<file path="config.mk">
export PLATFORM = sky130hd
export DESIGN_NAME = mips_bus_arbiter
export DESIGN_NICKNAME = d
export VERILOG_FILES = /design/src/rtl/mips_bus_arb_pkg.sv /design/src/rtl/rr_arb2.sv /design/src/rtl/mips_bus_arbiter.sv
export SDC_FILE = /design/constraint.sdc
export NUM_CORES = 1
export LEC_CHECK = 0
export ABC_AREA = 1
export CAP_MARGIN = 30
export CORE_AREA = 3 3 105 107
export CTS_CLUSTER_DIAMETER = 60
export CTS_CLUSTER_SIZE = 30
export DETAILED_ROUTE_END_ITERATION = 10
export DIE_AREA = 0 0 108 110
export MAX_ROUTING_LAYER = met4
export PLACE_DENSITY = 0.59
export SYNTH_ARGS = -nofsm -noshare
export SYNTH_HDL_FRONTEND = slang
export SYNTH_SLANG_ARGS = --single-unit
</file>
<file path="constraint.sdc">
create_clock -name clk -period 1.4 [get_ports clk]
set_clock_uncertainty 0.05 [all_clocks]
set_input_delay 0.14 -clock clk [delete_from_list [all_inputs] [get_ports clk]]
set_output_delay 0.14 -clock clk [all_outputs]
set_load 0.01 [all_outputs]
</file>
<file path="src/rtl/mips_bus_arb_pkg.sv">
// Shared types and constants for the MIPS two-master bus arbiter.
// Exports the FSM state enum and the master index constants.
package mips_bus_arb_pkg;

  typedef enum logic [1:0] {
    IDLE  = 2'd0,
    GRANT = 2'd1,
    ACK   = 2'd2
  } state_t;

  localparam logic M_FETCH = 1'b0;
  localparam logic M_DATA  = 1'b1;

endpackage

</file>
<file path="src/rtl/rr_arb2.sv">
// Two-way round-robin picker; on a tie the master not served last wins.
// Ports: req0/req1 requests, last = last served, gnt = pick, valid = any.
module rr_arb2 (
  input  logic req0,
  input  logic req1,
  input  logic last,
  output logic gnt,
  output logic valid
);

  always_comb begin
    valid = req0 | req1;
    gnt   = (req0 & req1) ? ~last : req1;
  end

endmodule

</file>
<file path="src/rtl/mips_bus_arbiter.sv">
// Serialises fetch (m0) and load/store (m1) onto one Avalon-style bus.
// Ports: m0/m1 master sides, downstream bus, waitrequest/readdata, busy.
module mips_bus_arbiter
  import mips_bus_arb_pkg::*;
#(
  parameter int ADDR_W = 32,
  parameter int DATA_W = 32
) (
  input  logic                clk,
  input  logic                reset,
  input  logic [ADDR_W-1:0]   m0_address,
  input  logic                m0_read,
  output logic                m0_waitrequest,
  output logic [DATA_W-1:0]   m0_readdata,
  input  logic [ADDR_W-1:0]   m1_address,
  input  logic                m1_read,
  input  logic                m1_write,
  input  logic [DATA_W-1:0]   m1_writedata,
  input  logic [DATA_W/8-1:0] m1_byteenable,
  output logic                m1_waitrequest,
  output logic [DATA_W-1:0]   m1_readdata,
  output logic [ADDR_W-1:0]   address,
  output logic                read,
  output logic                write,
  output logic [DATA_W-1:0]   writedata,
  output logic [DATA_W/8-1:0] byteenable,
  input  logic                waitrequest,
  input  logic [DATA_W-1:0]   readdata,
  output logic                busy
);

  localparam int BE_W = DATA_W / 8;

  state_t state_q, state_d;
  logic   grant_q, grant_d;
  logic   last_q, last_d;
  logic   arb_gnt, arb_valid;

  rr_arb2 u_rr (
    .req0  (m0_read),
    .req1  (m1_read | m1_write),
    .last  (last_q),
    .gnt   (arb_gnt),
    .valid (arb_valid)
  );

  always_comb begin
    state_d = state_q;
    grant_d = grant_q;
    last_d  = last_q;
    unique case (state_q)
      IDLE: begin
        if (arb_valid) begin
          grant_d = arb_gnt;
          state_d = GRANT;
        end
      end
      GRANT: begin
        if (!waitrequest) begin
          state_d = ACK;
          last_d  = grant_q;
        end
      end
      ACK:     state_d = IDLE;
      default: state_d = IDLE;
    endcase
  end

  always_ff @(posedge clk) begin
    if (reset) begin
      state_q <= IDLE;
      grant_q <= M_FETCH;
      last_q  <= M_DATA;
    end else begin
      state_q <= state_d;
      grant_q <= grant_d;
      last_q  <= last_d;
    end
  end

  // Strobes exist only in GRANT; the bus is zero elsewhere.
  // A simultaneous m1 read+write is issued as a write.
  always_comb begin
    address    = '0;
    read       = 1'b0;
    write      = 1'b0;
    writedata  = '0;
    byteenable = '0;
    if (state_q == GRANT) begin
      if (grant_q == M_DATA) begin
        address    = m1_address;
        write      = m1_write;
        read       = m1_read & ~m1_write;
        writedata  = m1_writedata;
        byteenable = m1_byteenable;
      end else begin
        address    = m0_address;
        read       = 1'b1;
        byteenable = {BE_W{1'b1}};
      end
    end
  end

  always_comb begin
    busy           = (state_q != IDLE);
    m0_waitrequest = !((state_q == ACK) && (grant_q == M_FETCH));
    m1_waitrequest = !((state_q == ACK) && (grant_q == M_DATA));
    m0_readdata    = (grant_q == M_FETCH) ? readdata : '0;
    m1_readdata    = (grant_q == M_DATA) ? readdata : '0;
  end

endmodule

</file>
==> flow_summary_export.csv <==
group,metric,value,unit
critical_path,crit_arrival,1430,ps
critical_path,worstPathRequired,1210,ps
logic_synthesis,yosys-top-cells-count,"130 x nand2_1, 76 x nor2_1, 69 x inv_1",
grt,grt_max_degree,19,
critical_path,crit_fanout,6,
die,fp.dieH,110,µm
routing,dr.first_iter.drc_count,151,
sta,slew_violations,0,
power_and_ir_drop,leakage,2.93,nW
sta,holdWs,499,ps
logic_synthesis,syn_area_per_cell,4.44,µm²
logic_synthesis,yosysSeqAreaShare,0.0511,
power_and_ir_drop,switching_share,0.391,
sta,rsz0062_at_grt,"yes",
logic_synthesis,syn_inst,353,
place,io_buffers,274,
outcome,status,"complete, but fails checks",
grt,grt_pass1_vias,3311,
job,cap_violations,0,
critical_path,path_buf_inv,6,
critical_path,cpMaxStageDelayCell,"dfxtp_4",
layout,fin_nets,828,
sta,min_period,1620,ps
logic_synthesis,synth_nets,491,
die,start_util,0.153,
clock_tree,cts_max_path_buffers,2,
grt,grt_overflow,0,
critical_path,rrSetupSlack,80,ps
sta,fmax,618,MHz
clock_tree,cts.clk_slew.worst_paths,40,ps
layout,final_design_area_no_fill,5630,µm²
die,core_area,10200,µm²
power_and_ir_drop,pwr-share-seq,0.051,
logic_synthesis,synth_ff_type,"dfxtp_1",
routing,wirelength,11900,µm
routing,ant_nets,0,
clock_tree,clockRootBuffer,"clkbuf_8",
place,placedCellCount,761,
logic_synthesis,synth_most_common_cell,"nand2_1",
critical_path,crit_type,"reg2out",
grt,antenna_found_initial,0,
die,die_area,11900,µm²
critical_path,crit_path_end_kind,"output pin",
sta,relSlewSlack,0.882,
routing,route.vias.total,3405,
layout,area_growth,259,%
logic_synthesis,ys_types,17,
critical_path,cp_cell_sequence,"buf_12 -> buf_12 -> buf_6 -> buf_6 -> buf_6 -> nand2_2 -> a21oi_2 -> buf_2",
sta,worst_pin_slew,176,ps
grt,grt_first_pass_wirelength,16100,µm
layout,final_cell_count_no_fill,825,
place,post-place-ws,-253,ps
place,dp_hpwl,7840,µm
clock_tree,cts_buffers,3,
routing,viasPerCell,4.13,
outcome,violations,"setup timing",
clock_tree,clock-sinks,4,
clock_tree,clk_latency,220,ps
critical_path,cp_top_family,"buffers and inverters",
clock_tree,htree_levels,1,
critical_path,start_kind,"flip-flop",
grt,grt_usage,0.172,
sta,hold_viol,0,
power_and_ir_drop,finalPower,2.77,mW
routing,wl_per_cell,14.4,µm
place,dpl-instance-area,4560,µm²
logic_synthesis,synth_area,1570,µm²
power_and_ir_drop,p_int,1.69,mW
die,rows,37,
sta,period_share,1.16,
logic_synthesis,synth.top_cell.area_share,0.312,
sta,setup_viol,87,
routing,drc,0,
layout,diodes,0,
power_and_ir_drop,ir_drop,0.431,mV
die,dieWidth,108,µm
logic_synthesis,synth_edf_count,0,
layout,layout-drive-gt1-share,0.541,
logic_synthesis,netlist.top_cell.by_area,"nand2_1",
sta,setup_ws,-218,ps
logic_synthesis,synthArstFlopShare,0,
power_and_ir_drop,p_switching,1.08,mW
logic_synthesis,synth_area_leaders,"nand2_1 31%, nor2_1 18%, inv_1 17%",
critical_path,cp_common_cell,"buf_6",
routing,first_pass_iters,4,
logic_synthesis,ys_seq_elements,4,
worst_hold_path,hold_path_class,"reg2reg",
logic_synthesis,yosys_warnings,0,
place,place_congestion,0.892,
power_and_ir_drop,power_density,492,nW/µm²
die,io_pins,275,
power_and_ir_drop,p_clk_frac,0.094,
clock_tree,tritoncts,"built",
critical_path,cp_slowest_stage_delay,420,ps
power_and_ir_drop,p_comb_frac,0.855,
[cell families after synthesis]
| group | share of synthesized area |
|---|---|
| flip-flops | 0.0511 |
| AND/OR/NAND/NOR | 0.538 |
| AO/OA/AOI/OAI | 0.132 |
| buffers and inverters | 0.280 |
[flip-flops by register name, summed over array words and instances, names as in the netlist]
name	count
grant_q	1
state_q	2
last_q	1
[routing by layer]
layer | vias up | track usage | part of all wire
li1 | 1690 | - | -
met1 | 1543 | 0.185 | 0.37
met2 | 158 | 0.335 | 0.55
met3 | 14 | 0.0256 | 0.066
met4 | 0 | 0.0361 | 0.012
met5 | - | - | 0
[worst paths after layout]
kind	startpoint	end	cells past startpoint
max	grant_q$_SDFFE_PP0P_	address[21]	8
min	last_q$_SDFFE_PP1P_	grant_q$_SDFFE_PP0P_	3
max reg2reg	grant_q$_SDFFE_PP0P_	last_q$_SDFFE_PP1P_	7
min reg2reg	last_q$_SDFFE_PP1P_	grant_q$_SDFFE_PP0P_	3
[cell usage in the layout (no fill, tap or decap), types with 3 or more instances in the layout]
cell	synthesis	routed
a21oi_1	28	7
a21oi_2	7	28
buf_12	0	15
buf_16	0	5
buf_2	19	101
buf_4	2	14
buf_6	3	66
buf_8	2	11
clkbuf_16	0	7
clkbuf_8	0	3
clkdlybuf4s50_1	0	137
inv_1	69	50
inv_2	0	19
nand2_1	130	74
nand2_2	5	47
nand2_4	0	14
nor2_1	76	42
nor2_2	0	19
nor2_4	0	15
[power by group through the flow]
stage / clock network, mW / registers [mW] / logic (mW)
2_1_floorplan: 0 / 0.132 / 0.618
3_3_place_gp: 0 / 0.135 / 1.67
3_5_place_dp: 0 / 0.136 / 1.68
4_1_cts: 0.267 / 0.140 / 1.97
5_1_grt: 0.281 / 0.142 / 2.52
6_report: 0.260 / 0.141 / 2.37
[timing repair]
| action | in CTS | in global routing |
|---|---|---|
| pin swaps | 14 | 41 |
| buffers inserted | 34 | 13 |
| cloned | 10 | 8 |
| resized for setup | 605 | 217 |
| hold buffers | 0 | 0 |
| setup endpoints to repair | 137 | 110 |
[worst min-delay path, cell delays in order, from the launching register on]
cell	delay, ps
dfxtp_1	320
nand2_1	50
nand3b_1	80
a21oi_1	60
[metrics by stage]
stage	TNS [ps]	utilization
final	-8510	0.550
after global routing	-13890	0.550
after CTS	-10350	0.473
after detailed placement	-19280	0.446
after global placement	-17890	0.446
after floorplan	0	-
[layout make-up]
class                           instances  area, µm²
Fill cell                            1000       4600
Timing Repair Buffer                  358       3550
Multi-Input combinational cell        253       1510
Inverter                               70        270
Tap cell                              136        170
Sequential cell                         4       86.3
Clock buffer                            4       45.0
(Power assumes the default switching activity.)
